**src/rtl/id_pkg.sv**
```systemverilog
// Shared ID-stage definitions: opcode constants, instruction field positions and FSM states.
package id_pkg;

    localparam int unsigned OPC_W   = 4;
    localparam int unsigned RD_W    = 3;
    localparam int unsigned RS_W    = 3;
    localparam int unsigned RT_W    = 4;

    localparam int unsigned OPC_LSB = 10;
    localparam int unsigned RD_LSB  = 7;
    localparam int unsigned RS_LSB  = 4;
    localparam int unsigned RT_LSB  = 0;

    localparam logic [OPC_W-1:0] OP_NOP    = 4'd0;
    localparam logic [OPC_W-1:0] OP_HALT   = 4'd1;
    localparam logic [OPC_W-1:0] OP_LOOP   = 4'd2;
    localparam logic [OPC_W-1:0] OP_ILL_LO = 4'd12;

    typedef enum logic [2:0] {
        ST_IDLE,
        ST_JUMP,
        ST_FILL,
        ST_RUN,
        ST_DONE
    } id_state_e;

    // Opcodes 12..15 form the reserved range.
    function automatic logic op_is_illegal(input logic [OPC_W-1:0] op);
        return op >= OP_ILL_LO;
    endfunction

endpackage

```
**src/rtl/id_loop_counter.sv**
```systemverilog
// Pass counter for block-repeat loops; a zero load counts as a single pass.
module id_loop_counter #(
    parameter int unsigned CNT_W = 8
) (
    input  logic             clk,
    input  logic             rst_n,
    input  logic             load_i,
    input  logic             dec_i,
    input  logic [CNT_W-1:0] count_i,
    output logic             is_last_o
);

    logic [CNT_W-1:0] cnt_q, cnt_d;

    always_comb begin
        cnt_d = cnt_q;
        if (load_i) begin
            cnt_d = (count_i == '0) ? CNT_W'(1) : count_i;
        end else if (dec_i && (cnt_q != '0)) begin
            cnt_d = cnt_q - CNT_W'(1);
        end
    end

    always_ff @(posedge clk or negedge rst_n) begin
        if (!rst_n) begin
            cnt_q <= '0;
        end else begin
            cnt_q <= cnt_d;
        end
    end

    assign is_last_o = (cnt_q <= CNT_W'(1));

endmodule

```
**src/rtl/etapa_id.sv**
```systemverilog
// ID stage: steers the fetch PC to an algorithm base, then decodes ROM words with 1-cycle latency.
// Build option ID_ILLEGAL_TRAP_EN: opcodes 12..15 raise a sticky err and end the run.
module etapa_id
    import id_pkg::*;
#(
    parameter int unsigned INSTR_W = 14,
    parameter int unsigned ALG_W   = 3,
    parameter int unsigned CNT_W   = 8
) (
    input  logic               clk,
    input  logic               rst_n,
    input  logic               start,
    input  logic [ALG_W-1:0]   alg_sel,
    input  logic [CNT_W-1:0]   block_count,
    input  logic [INSTR_W-1:0] instruccion,
    input  logic               stall,
    output logic               sel_pc,
    output logic [ALG_W-1:0]   sel_dir,
    output logic               pc_stall,
    output logic [OPC_W-1:0]   opcode,
    output logic [RD_W-1:0]    rd,
    output logic [RS_W-1:0]    rs,
    output logic [RT_W-1:0]    rt,
    output logic               dec_valid,
    output logic               busy,
    output logic               done,
    output logic               err
);

    id_state_e        state_q, state_d;
    logic [ALG_W-1:0] alg_q, alg_d;
    logic [OPC_W-1:0] opcode_q, opcode_d;
    logic [RD_W-1:0]  rd_q, rd_d;
    logic [RS_W-1:0]  rs_q, rs_d;
    logic [RT_W-1:0]  rt_q, rt_d;
    logic             dec_valid_q, dec_valid_d;
    logic             sel_pc_q, sel_pc_d;
    logic [ALG_W-1:0] sel_dir_q, sel_dir_d;
    logic             busy_q, busy_d;
    logic             done_q, done_d;
    logic             cnt_load, cnt_dec, cnt_last;
    logic [OPC_W-1:0] op_c;
`ifdef ID_ILLEGAL_TRAP_EN
    logic             err_q, err_d;
`endif

    assign op_c = instruccion[OPC_LSB +: OPC_W];

    id_loop_counter #(
        .CNT_W(CNT_W)
    ) u_loop_counter (
        .clk      (clk),
        .rst_n    (rst_n),
        .load_i   (cnt_load),
        .dec_i    (cnt_dec),
        .count_i  (block_count),
        .is_last_o(cnt_last)
    );

    always_comb begin
        state_d     = state_q;
        alg_d       = alg_q;
        opcode_d    = opcode_q;
        rd_d        = rd_q;
        rs_d        = rs_q;
        rt_d        = rt_q;
        dec_valid_d = 1'b0;
        cnt_load    = 1'b0;
        cnt_dec     = 1'b0;
`ifdef ID_ILLEGAL_TRAP_EN
        err_d       = err_q;
`endif
        case (state_q)
            ST_IDLE: begin
                if (start) begin
                    state_d  = ST_JUMP;
                    alg_d    = alg_sel;
                    cnt_load = 1'b1;
`ifdef ID_ILLEGAL_TRAP_EN
                    err_d    = 1'b0;
`endif
                end
            end
            ST_JUMP: state_d = ST_FILL;
            ST_FILL: state_d = ST_RUN;
            ST_RUN: begin
                if (stall) begin
                    dec_valid_d = dec_valid_q;
                end else begin
                    opcode_d = op_c;
                    rd_d     = instruccion[RD_LSB +: RD_W];
                    rs_d     = instruccion[RS_LSB +: RS_W];
                    rt_d     = instruccion[RT_LSB +: RT_W];
                    if (op_c == OP_HALT) begin
                        state_d = ST_DONE;
                    end else if (op_c == OP_LOOP) begin
                        // Last pass: LOOP falls through like a NOP.
                        if (!cnt_last) begin
                            cnt_dec = 1'b1;
                            state_d = ST_JUMP;
                        end
`ifdef ID_ILLEGAL_TRAP_EN
                    end else if (op_is_illegal(op_c)) begin
                        err_d   = 1'b1;
                        state_d = ST_DONE;
`endif
                    end else if (op_c != OP_NOP) begin
                        dec_valid_d = 1'b1;
                    end
                end
            end
            ST_DONE: state_d = ST_IDLE;
            default: state_d = ST_IDLE;
        endcase

        sel_pc_d  = (state_d == ST_JUMP);
        sel_dir_d = (state_d == ST_JUMP) ? alg_d : '0;
        busy_d    = state_d inside {ST_JUMP, ST_FILL, ST_RUN};
        done_d    = (state_d == ST_DONE);
    end

    always_ff @(posedge clk or negedge rst_n) begin
        if (!rst_n) begin
            state_q     <= ST_IDLE;
            alg_q       <= '0;
            opcode_q    <= '0;
            rd_q        <= '0;
            rs_q        <= '0;
            rt_q        <= '0;
            dec_valid_q <= 1'b0;
            sel_pc_q    <= 1'b0;
            sel_dir_q   <= '0;
            busy_q      <= 1'b0;
            done_q      <= 1'b0;
        end else begin
            state_q     <= state_d;
            alg_q       <= alg_d;
            opcode_q    <= opcode_d;
            rd_q        <= rd_d;
            rs_q        <= rs_d;
            rt_q        <= rt_d;
            dec_valid_q <= dec_valid_d;
            sel_pc_q    <= sel_pc_d;
            sel_dir_q   <= sel_dir_d;
            busy_q      <= busy_d;
            done_q      <= done_d;
        end
    end

`ifdef ID_ILLEGAL_TRAP_EN
    always_ff @(posedge clk or negedge rst_n) begin
        if (!rst_n) begin
            err_q <= 1'b0;
        end else begin
            err_q <= err_d;
        end
    end
    assign err = err_q;
`else
    assign err = 1'b0;
`endif

    // Combinational so the PC freezes in the same cycle the hazard appears.
    assign pc_stall  = (state_q == ST_RUN) && stall;
    assign sel_pc    = sel_pc_q;
    assign sel_dir   = sel_dir_q;
    assign opcode    = opcode_q;
    assign rd        = rd_q;
    assign rs        = rs_q;
    assign rt        = rt_q;
    assign dec_valid = dec_valid_q;
    assign busy      = busy_q;
    assign done      = done_q;

endmodule

```
**config.mk**
```make
export PLATFORM = sky130hd
export DESIGN_NAME = etapa_id
export DESIGN_NICKNAME = d
export VERILOG_FILES = /design/src/rtl/id_pkg.sv /design/src/rtl/id_loop_counter.sv /design/src/rtl/etapa_id.sv
export SDC_FILE = /design/constraint.sdc
export NUM_CORES = 1
export LEC_CHECK = 0
export BUFFER_PORTS_ARGS = -buffer_cell sky130_fd_sc_hd__buf_2
export CORE_ASPECT_RATIO = 1.5
export CORE_MARGIN = 2
export CORE_UTILIZATION = 54
export CTS_CLUSTER_SIZE = 20
export DETAILED_ROUTE_END_ITERATION = 12
export PLACE_DENSITY = 0.86
export SLEW_MARGIN = 5
export SYNTH_ARGS = -nofsm -noshare
export SYNTH_HDL_FRONTEND = slang
export SYNTH_SLANG_ARGS = --single-unit
```
**constraint.sdc**
```tcl
create_clock -name clk -period 5.8 [get_ports clk]
set_input_delay 0.58 -clock clk [delete_from_list [all_inputs] [get_ports clk]]
set_output_delay 0.58 -clock clk [all_outputs]
set_load 0.05 [all_outputs]
```
==> flow_summary.ini, run 1 <==
[placed_design]
dpl.hpwl_um = 2740
placed_cells = 230
port_buffers = 50
gp_congestion = 0.796

[critical_path]
cp_max_fo = 16
worstPathRequired_ns = 5.97
path_class = reg -> reg
start_kind = flip-flop
worstPathArrival_ns = 2.81
end_kind = flip-flop

[final_layout]
layout_common_cells = buf_2 (50), dfrtp_1 (35), nand2_1 (14), mux2_2 (14), nor2_1 (10)
fin_cells = 237
fill_cells = 247
layout_commonest_cell = buf_2
drive_gt1_frac = 0.399
layout.nets = 230
antenna_cells = 0
layout-area-overhead-vs-synth_pct = 21.9

[routing]
drcViolationCount = 0
ant_nets = 0
drt-wirelength-per-cell_um = 15.4
vias_per_cell = 5.69
drt_iter0_markers = 25
dr.pass1.iters = 4
wirelength_um = 3640
route.vias.total = 1348

[sta]
hold_violations = 0
max_slew_margin = 0.443
min_period_over_period = 0.455
whs_ns = 0.358
final.min_clock_period_ns = 2.64
slew_violations = 0
setup_viol_count_final = 0
tightest_slew_ns = 0.831
fin_skew_ns = 0.00526
rsz0062_at_grt = no
max_freq_mhz = 379
tns_ns = 0

[synth]
synth.cell_area_um2 = 1670
synth_cell_types = 42
ys.flop_type = dfrtp_1
syn_nets = 178
yosys_warnings = 0
avgSynthCellArea_um2 = 11.4
synth-edff-count = 0
ys_seq_area_frac = 0.524
syn_inst = 146
async_flop_share = 1.00
synth_seq_cells = 35

[die]
core_area_um2 = 2940
start_util = 0.568
fp.dieW_um = 49.4
ioPinCount = 52
dieArea_um2 = 3560
rows = 24
die_height_um = 72.1

[pwr]
power_density_nw_per_um2 = 590
p_leak_nw = 0.949
max-vdd-ir-drop_mv = 0.350

[clocking]
cts.path.max_buffers = 2
cts_buffers = 5
cts_resized = 0
hold_buffers = 0
cts_root_buffer = clkbuf_8
htree_num_levels = 2
clock_sinks = 35
clk_pin_slew_ns = 0.07
cts_tree = yes
worstSkewPairLatency_ns = 0.28
post_cts_buffers = 0

[global_routing]
grt_pass1_wl_um = 6110
grt_pass1_vias = 1381
track_usage = 0.231
overflow = 0
grt_antenna_before_repair = 0
grt_max_degree = 36

[min_path]
hold_class = in -> async

[job]
maxCapViolCount = 0

[status]
status = completed
-- sequential cells by signal, indices dropped and copies added (netlist names) --
| name | cells |
|---|---|
| done | 1 |
| state_q | 3 |
| alg_q | 3 |
| busy | 1 |
| rd | 3 |
| rs | 3 |
| sel_pc | 1 |
| u_loop_counter.cnt_q | 8 |
| opcode | 4 |
| sel_dir | 3 |
| dec_valid | 1 |
| rt | 4 |
-- per-layer routing --
layer  track usage  vias to the layer above  share of wire
met3        0.0638                        6          0.071
met1         0.254                      645           0.38
met2         0.399                       64           0.53
met5             0                        -              0
li1              -                      633              -
met4         0.130                        0          0.021
-- final cells by class --
| cell class | count | area [µm²] | area share |
|---|---|---|---|
| inverter | 5 | 18.8 | 0.00922 |
| multi-input combinational | 100 | 747 | 0.367 |
| clock buffer | 6 | 82.6 | 0.0406 |
| tap | 39 | 48.8 | 0.0240 |
| sequential | 35 | 876 | 0.430 |
| timing repair buffer | 51 | 258 | 0.127 |
| clock inverter | 1 | 5.00 | 0.00246 |
-- synth_stat cells (2+ instances only) --
library cell   n  share of area
o21ai_0        2         0.0060
nor4_1         3          0.011
o31a_1         2          0.010
o221a_1        2          0.013
nand3_1        2         0.0060
a211oi_1       2         0.0090
or3_1          3          0.011
a221o_1        2          0.012
clkbuf_1       2         0.0045
ha_1           3          0.022
nor2_1        10          0.022
nor3_1         6          0.018
dfrtp_1       35           0.52
nand2_1       14          0.031
buf_2          2         0.0060
mux2i_1        5          0.030
mux2_2        14          0.094
nor2b_1        2         0.0075
a21oi_1        2         0.0060
nor3b_1        5          0.022
o21ai_1        3         0.0090
inv_1          5          0.011
-- worst max-delay path: stages (launching register included) --
cell       delay, ns
dfrtp_1         0.45
nand4bb_1       0.77
a311oi_4        0.84
mux2i_1         0.15
a221o_1         0.31
-- metrics by stage --
stage	utilization	power (mW)	cell area [µm²]	setup WS [ns]
after global placement	0.662	1.00	1950	2.97
after CTS	0.692	1.21	2040	3.13
after detailed placement	0.662	1.04	1950	2.85
after global routing	0.692	1.27	2040	2.84
after floorplan	-	0.888	1670	3.62
final	0.692	1.20	2040	3.16
-- power breakdown --
group / leakage (nW) / switching, mW / internal, mW
Combinational: 0.479 / 0.410 / 0.185
Sequential: 0.423 / 0.0826 / 0.352
Clock: 0.0470 / 0.0791 / 0.0929
-- cells by family (layout without fill, tap and decap cells) --
logic type               after synthesis  after routing  synth area share
XOR/XNOR                               1              1           0.00524
AO/OA/AOI/OAI                         20             20             0.103
multiplexers                          19             19             0.124
AND/OR/NAND/NOR                       56             56             0.190
other                                  1              1           0.00225
adder cells (fa/ha/maj)                3              3            0.0225
buffers and inverters                 11             63            0.0285
flip-flops                            35             35             0.524
-- path summary, 6_finish.rpt --
kind / from / end / slack (ns) / cells after the start
setup / recovery: state_q[2] / u_loop_counter.cnt_q[5] / 3.16 / 4
hold / removal: rst_n / u_loop_counter.cnt_q[1] / 0.36 / 1
setup reg to reg: state_q[2] / u_loop_counter.cnt_q[5] / 3.16 / 4
hold reg to reg: alg_q[1] / alg_q[1] / 0.48 / 2
max in group asynchronous: rst_n / rd[2] / 4.97 / 1
min in group clk: alg_q[1] / alg_q[1] / 0.48 / 2
Power figures use the tool's default switching activity.
==> inputs of run 2 (changes only) <==
--- a/config.mk
+++ b/config.mk
@@ -5,13 +5,14 @@
 export SDC_FILE = /design/constraint.sdc
 export NUM_CORES = 1
 export LEC_CHECK = 0
+export ABC_AREA = 1
 export BUFFER_PORTS_ARGS = -buffer_cell sky130_fd_sc_hd__buf_2
 export CORE_ASPECT_RATIO = 1.5
 export CORE_MARGIN = 2
-export CORE_UTILIZATION = 54
+export CORE_UTILIZATION = 51
 export CTS_CLUSTER_SIZE = 20
 export DETAILED_ROUTE_END_ITERATION = 12
-export PLACE_DENSITY = 0.86
+export PLACE_DENSITY = 0.81
 export SLEW_MARGIN = 5
 export SYNTH_ARGS = -nofsm -noshare
 export SYNTH_HDL_FRONTEND = slang
==> constraint.sdc (replaced) <==
create_clock -name clk -period 2.8 [get_ports clk]
set_input_delay 0.28 -clock clk [delete_from_list [all_inputs] [get_ports clk]]
set_output_delay 0.28 -clock clk [all_outputs]
set_load 0.05 [all_outputs]
==> flow_summary.ini, run 2 <==
[final_layout]
drive_gt1_frac = 0.257
antenna_cells = 0
layout.nets = 311
layout_commonest_cell = nand2_1
final_area_um2 = 2140
regMostFlops = u_loop_counter.cnt_q
largest_register_ffs = 8
layout-area-overhead-vs-synth_pct = 20.2
layout_common_cells = nand2_1 (79), buf_2 (50), dfrtp_1 (35)
fin_cells = 322

[pwr]
p_total_mw = 2.64
max-vdd-ir-drop_mv = 0.674
power_density_nw_per_um2 = 1230
p_leak_nw = 1.22

[global_routing]
overflow = 0
grt_pass1_wl_um = 6720
track_usage = 0.225
grt_pass1_vias = 1622
grt_max_degree = 36
grt_antenna_before_repair = 0

[sta]
min_period_over_period = 0.612
max_slew_margin = 0.503
fin_ws_ns = 1.09
final.min_clock_period_ns = 1.71
setup_viol_count_final = 0
hold_violations = 0
slew_violations = 0
fin_skew_ns = 0.00645
max_freq_mhz = 584
rsz0062_at_grt = no
tightest_slew_ns = 0.746
tns_ns = 0

[synth]
ys.flop_type = dfrtp_1
synth.cell_area_um2 = 1780
synth_cell_types = 26
synth-edff-count = 0
syn_inst = 226
synthTopCellsByCount = nand2_1 (79), dfrtp_1 (35), nand3_1 (24), nor2_1 (24), inv_1 (21)
netlist.area_leader.share = 0.492
synthTopCellsByArea = dfrtp_1 (49%), nand2_1 (17%), nand3_1 (6.7%)
async_flop_share = 1.00
avgSynthCellArea_um2 = 7.88
ys_seq_area_frac = 0.492
yosys_warnings = 0
post-synth-top-count-cell = nand2_1
synth_seq_cells = 35
yosysTopAreaCell = dfrtp_1
syn_nets = 258

[critical_path]
start_kind = flip-flop
end_kind = output port
worstPathRequired_ns = 2.52
path_cells = inv_2 -> nand3_1 -> nor2_1 -> buf_2
worstPathArrival_ns = 1.43
cpMaxStageDelayCell = dfrtp_1
slowest_delay_ns = 0.42
path_class = reg -> out
cp_max_fo = 4

[die]
start_util = 0.526
fp.dieW_um = 52.2
die_height_um = 76.4
core_area_um2 = 3380
ioPinCount = 52
dieArea_um2 = 3990
rows = 26

[placed_design]
dpl.hpwl_um = 2970
gp_congestion = 0.818
place_area_um2 = 2060
placed_cells = 314
port_buffers = 50
dp_slack_ns = 1.26

[clocking]
post_cts_buffers = 0
cts_resized = 0
hold_buffers = 0
cts_tree = yes
clock_sinks = 35
cts.path.max_buffers = 2
cts_buffers = 5
clk_pin_slew_ns = 0.07
htree_num_levels = 2
cts_root_buffer = clkbuf_8
worstSkewPairLatency_ns = 0.29

[status]
status = completed

[min_path]
hold_class = in -> async

[job]
maxCapViolCount = 0

[routing]
route.vias.total = 1609
ant_nets = 0
wirelength_um = 3850
vias_per_cell = 5.00
drcViolationCount = 0
dr.pass1.iters = 4
drt_iter0_markers = 16
drt-wirelength-per-cell_um = 12.0
[run 2: metrics by stage]
stage / util / hold WS, ns
floorplan: - / -0.0156
CTS: 0.633 / 0.0788
global route: 0.633 / 0.118
detailed placement: 0.608 / 0.397
global placement: 0.608 / 0.392
finish: 0.633 / 0.0526
[run 2: power breakdown]
group / switching (mW) / leakage, nW / total [mW] / internal [mW]
clock network: 0.180 / 0.0412 / 0.353 / 0.174
registers: 0.125 / 0.434 / 0.844 / 0.719
logic: 1.04 / 0.742 / 1.44 / 0.396
total: 1.35 / 1.22 / 2.64 / 1.29
[run 2: area by class of cell]
| cell class | instances | area (µm²) |
|---|---|---|
| tap | 42 | 52.6 |
| clock buffer | 6 | 72.6 |
| multi-input combinational | 162 | 779 |
| inverter | 24 | 90.1 |
| clock inverter | 2 | 12.5 |
| timing repair buffer | 51 | 258 |
| sequential | 35 | 876 |
| fill | 320 | 1240 |
[run 2: final timing paths]
| check | to | start | cells past startpoint | slack, ns |
|---|---|---|---|---|
| min reg2reg | rs[2] | rs[2] | 2 | 0.48 |
| max | pc_stall | state_q[2] | 4 | 1.09 |
| min | opcode[3] | rst_n | 1 | 0.05 |
| max in group asynchronous | rd[2] | rst_n | 1 | 2.27 |
| min in group clk | rt[1] | instruccion[1] | 3 | 0.18 |
| max reg2reg | sel_dir[2] | state_q[0] | 6 | 1.23 |
[run 2: per-layer routing]
metal  up-vias  share of wire  GRT usage
li1        801              -          -
met1       750           0.39      0.236
met2        50           0.54      0.394
met3         8          0.053     0.0647
met4         0          0.024      0.110
met5         -              0          0
[run 2: logic make-up after synthesis]
group / after synthesis / synth area share
fa+ha+maj: 3 / 0.0211
buf+inv: 29 / 0.0703
flops: 35 / 0.492
compound gates: 12 / 0.0372
simple gates: 141 / 0.353
xor+xnor: 5 / 0.0246
other cells: 1 / 0.00211
[run 2: worst max-delay path: cells and delay by family, from the launching register on]
family / cells / cell delay (ns)
buffers and inverters: 2 / 0.40
AND/OR/NAND/NOR: 2 / 0.32
flip-flops: 1 / 0.42
==> inputs of run 3 (changes only) <==
--- a/config.mk
+++ b/config.mk
@@ -9,10 +9,10 @@
 export BUFFER_PORTS_ARGS = -buffer_cell sky130_fd_sc_hd__buf_2
 export CORE_ASPECT_RATIO = 1.5
 export CORE_MARGIN = 2
-export CORE_UTILIZATION = 51
+export CORE_UTILIZATION = 46
 export CTS_CLUSTER_SIZE = 20
 export DETAILED_ROUTE_END_ITERATION = 12
-export PLACE_DENSITY = 0.81
+export PLACE_DENSITY = 0.77
 export SLEW_MARGIN = 5
 export SYNTH_ARGS = -nofsm -noshare
 export SYNTH_HDL_FRONTEND = slang
==> constraint.sdc (replaced) <==
create_clock -name clk -period 1.5 [get_ports clk]
set_input_delay 0.15 -clock clk [delete_from_list [all_inputs] [get_ports clk]]
set_output_delay 0.15 -clock clk [all_outputs]
set_load 0.05 [all_outputs]
==> flow_summary.ini, run 3 (same netlist as run 2, synthesis figures left out) <==
[status]
status = completed

[clocking]
worstSkewPairLatency_ns = 0.29
cts.path.max_buffers = 2
cts_root_buffer = clkbuf_8
clk_pin_slew_ns = 0.07
htree_num_levels = 2
cts_buffers = 5
cts_tree = yes
clock_sinks = 35

[die]
rows = 27
core_area_um2 = 3680
ioPinCount = 52
dieArea_um2 = 4390
die_height_um = 80.2
fp.dieW_um = 54.8
start_util = 0.484

[sta]
whs_ns = 0.0509
fin_skew_ns = 0.00698
max_freq_mhz = 677
setup_viol_count_final = 0
rsz0062_at_grt = yes
tns_ns = 0
final.min_clock_period_ns = 1.48
min_period_over_period = 0.984
slew_violations = 0
hold_violations = 0

[pwr]
power_density_nw_per_um2 = 2370
p_switching_mw = 2.69
p_int_mw = 2.94
power.share.sequential = 0.283
p_sw_frac = 0.478
max-vdd-ir-drop_mv = 1.43
combPwrFrac = 0.539
p_leak_nw = 1.31
pwr-share-clk = 0.178

[final_layout]
layout_commonest_cell = nand2_1
layout_common_cells = nand2_1 (75), buf_2 (49), dfrtp_1 (34)
final_area_um2 = 2370
layout-area-overhead-vs-synth_pct = 33.0
layout.nets = 321
fin_util = 0.643
antenna_cells = 0
drive_gt1_frac = 0.348
largest_register_ffs = 8
regMostFlops = u_loop_counter.cnt_q

[routing]
vias_per_cell = 4.90
drcViolationCount = 0
ant_nets = 0
dr.pass1.iters = 4
wirelength_um = 4190
route.vias.total = 1631
drt_iter0_markers = 37
drt-wirelength-per-cell_um = 12.6

[critical_path]
end_kind = flip-flop
worstPathArrival_ns = 1.65
cp_max_fo = 4
start_kind = flip-flop
path_class = reg -> reg
worstPathRequired_ns = 1.67

[placed_design]
dpl.hpwl_um = 2970
place_area_um2 = 2110
gp_congestion = 0.806
port_buffers = 50

[global_routing]
grt.busiest_layer = met2
grt_pass1_vias = 1499
overflow = 0
grt_max_degree = 19
use_met1 = 0.200
met3_usage = 0.0465
grt_antenna_before_repair = 0
grt_pass1_wl_um = 6050
track_usage = 0.187
groute.layer.met2.usage = 0.332

[min_path]
hold_class = in -> reg

[job]
maxCapViolCount = 0
run 3: path summary, 6_finish.rpt:
check | end | cells after the start | slack, ns | startpoint
worst min-delay path | rs[0] | 3 | 0.05 | instruccion[4]
max in group asynchronous | opcode[2] | 3 | 0.73 | rst_n
worst max-delay path | u_loop_counter.cnt_q[7] | 10 | 0.02 | u_loop_counter.cnt_q[1]
worst max register to register | u_loop_counter.cnt_q[7] | 10 | 0.02 | u_loop_counter.cnt_q[1]
min in group asynchronous | u_loop_counter.cnt_q[6] | 2 | 0.33 | rst_n
worst min register to register | rd[2] | 2 | 0.47 | rd[2]
run 3: layout make-up:
type                       instances  area [µm²]
timing repair buffer              60         347
sequential                        35         877
tap                               43        53.8
fill                             311        1310
multi-input combinational        163         868
inverter                          24        90.1
clock buffer                       6        72.6
clock inverter                     2        60.1
run 3: through the flow:
stage	std cells	power [mW]	worst slack [ns]
2_1_floorplan	226	3.68	0.136
3_3_place_gp	320	4.29	0.113
3_5_place_dp	320	4.34	0.0604
4_1_cts	329	5.37	0.00275
5_1_grt	333	6.00	-0.0477
6_report	333	5.63	0.0236
run 3: repair_timing:
action	4_1_cts	5_1_grt
gates cloned	0	1
pin swaps	0	6
setup endpoints to repair	1	13
endpoints found under the hold margin	17	0
buffers inserted	0	3
gates resized for setup	2	22
hold buffers	1	0
run 3: metal layers:
| metal | vias to the layer above | part of all wire |
|---|---|---|
| li1 | 824 | - |
| met1 | 737 | 0.39 |
| met2 | 58 | 0.52 |
| met3 | 12 | 0.064 |
| met4 | 0 | 0.027 |
| met5 | - | 0 |
run 3: critical path, stage by stage (launching register included):
cell     delay, ns
dfrtp_1       0.41
inv_2         0.09
ha_4          0.17
inv_2         0.05
nand2_2       0.04
nand2_1       0.05
nor2_1        0.05
nor2_2        0.20
nand2_2       0.14
nand3_1       0.09
nand3_1       0.07
run 3: power groups by stage:
| stage | Sequential, mW | Clock [mW] | Combinational [mW] |
|---|---|---|---|
| detailed placement | 1.58 | 0 | 2.76 |
| CTS | 1.56 | 1.02 | 2.79 |
| global placement | 1.56 | 0 | 2.72 |
| floorplan | 2.36 | 0 | 1.32 |
| global route | 1.63 | 1.05 | 3.32 |
| finish | 1.59 | 0.999 | 3.03 |
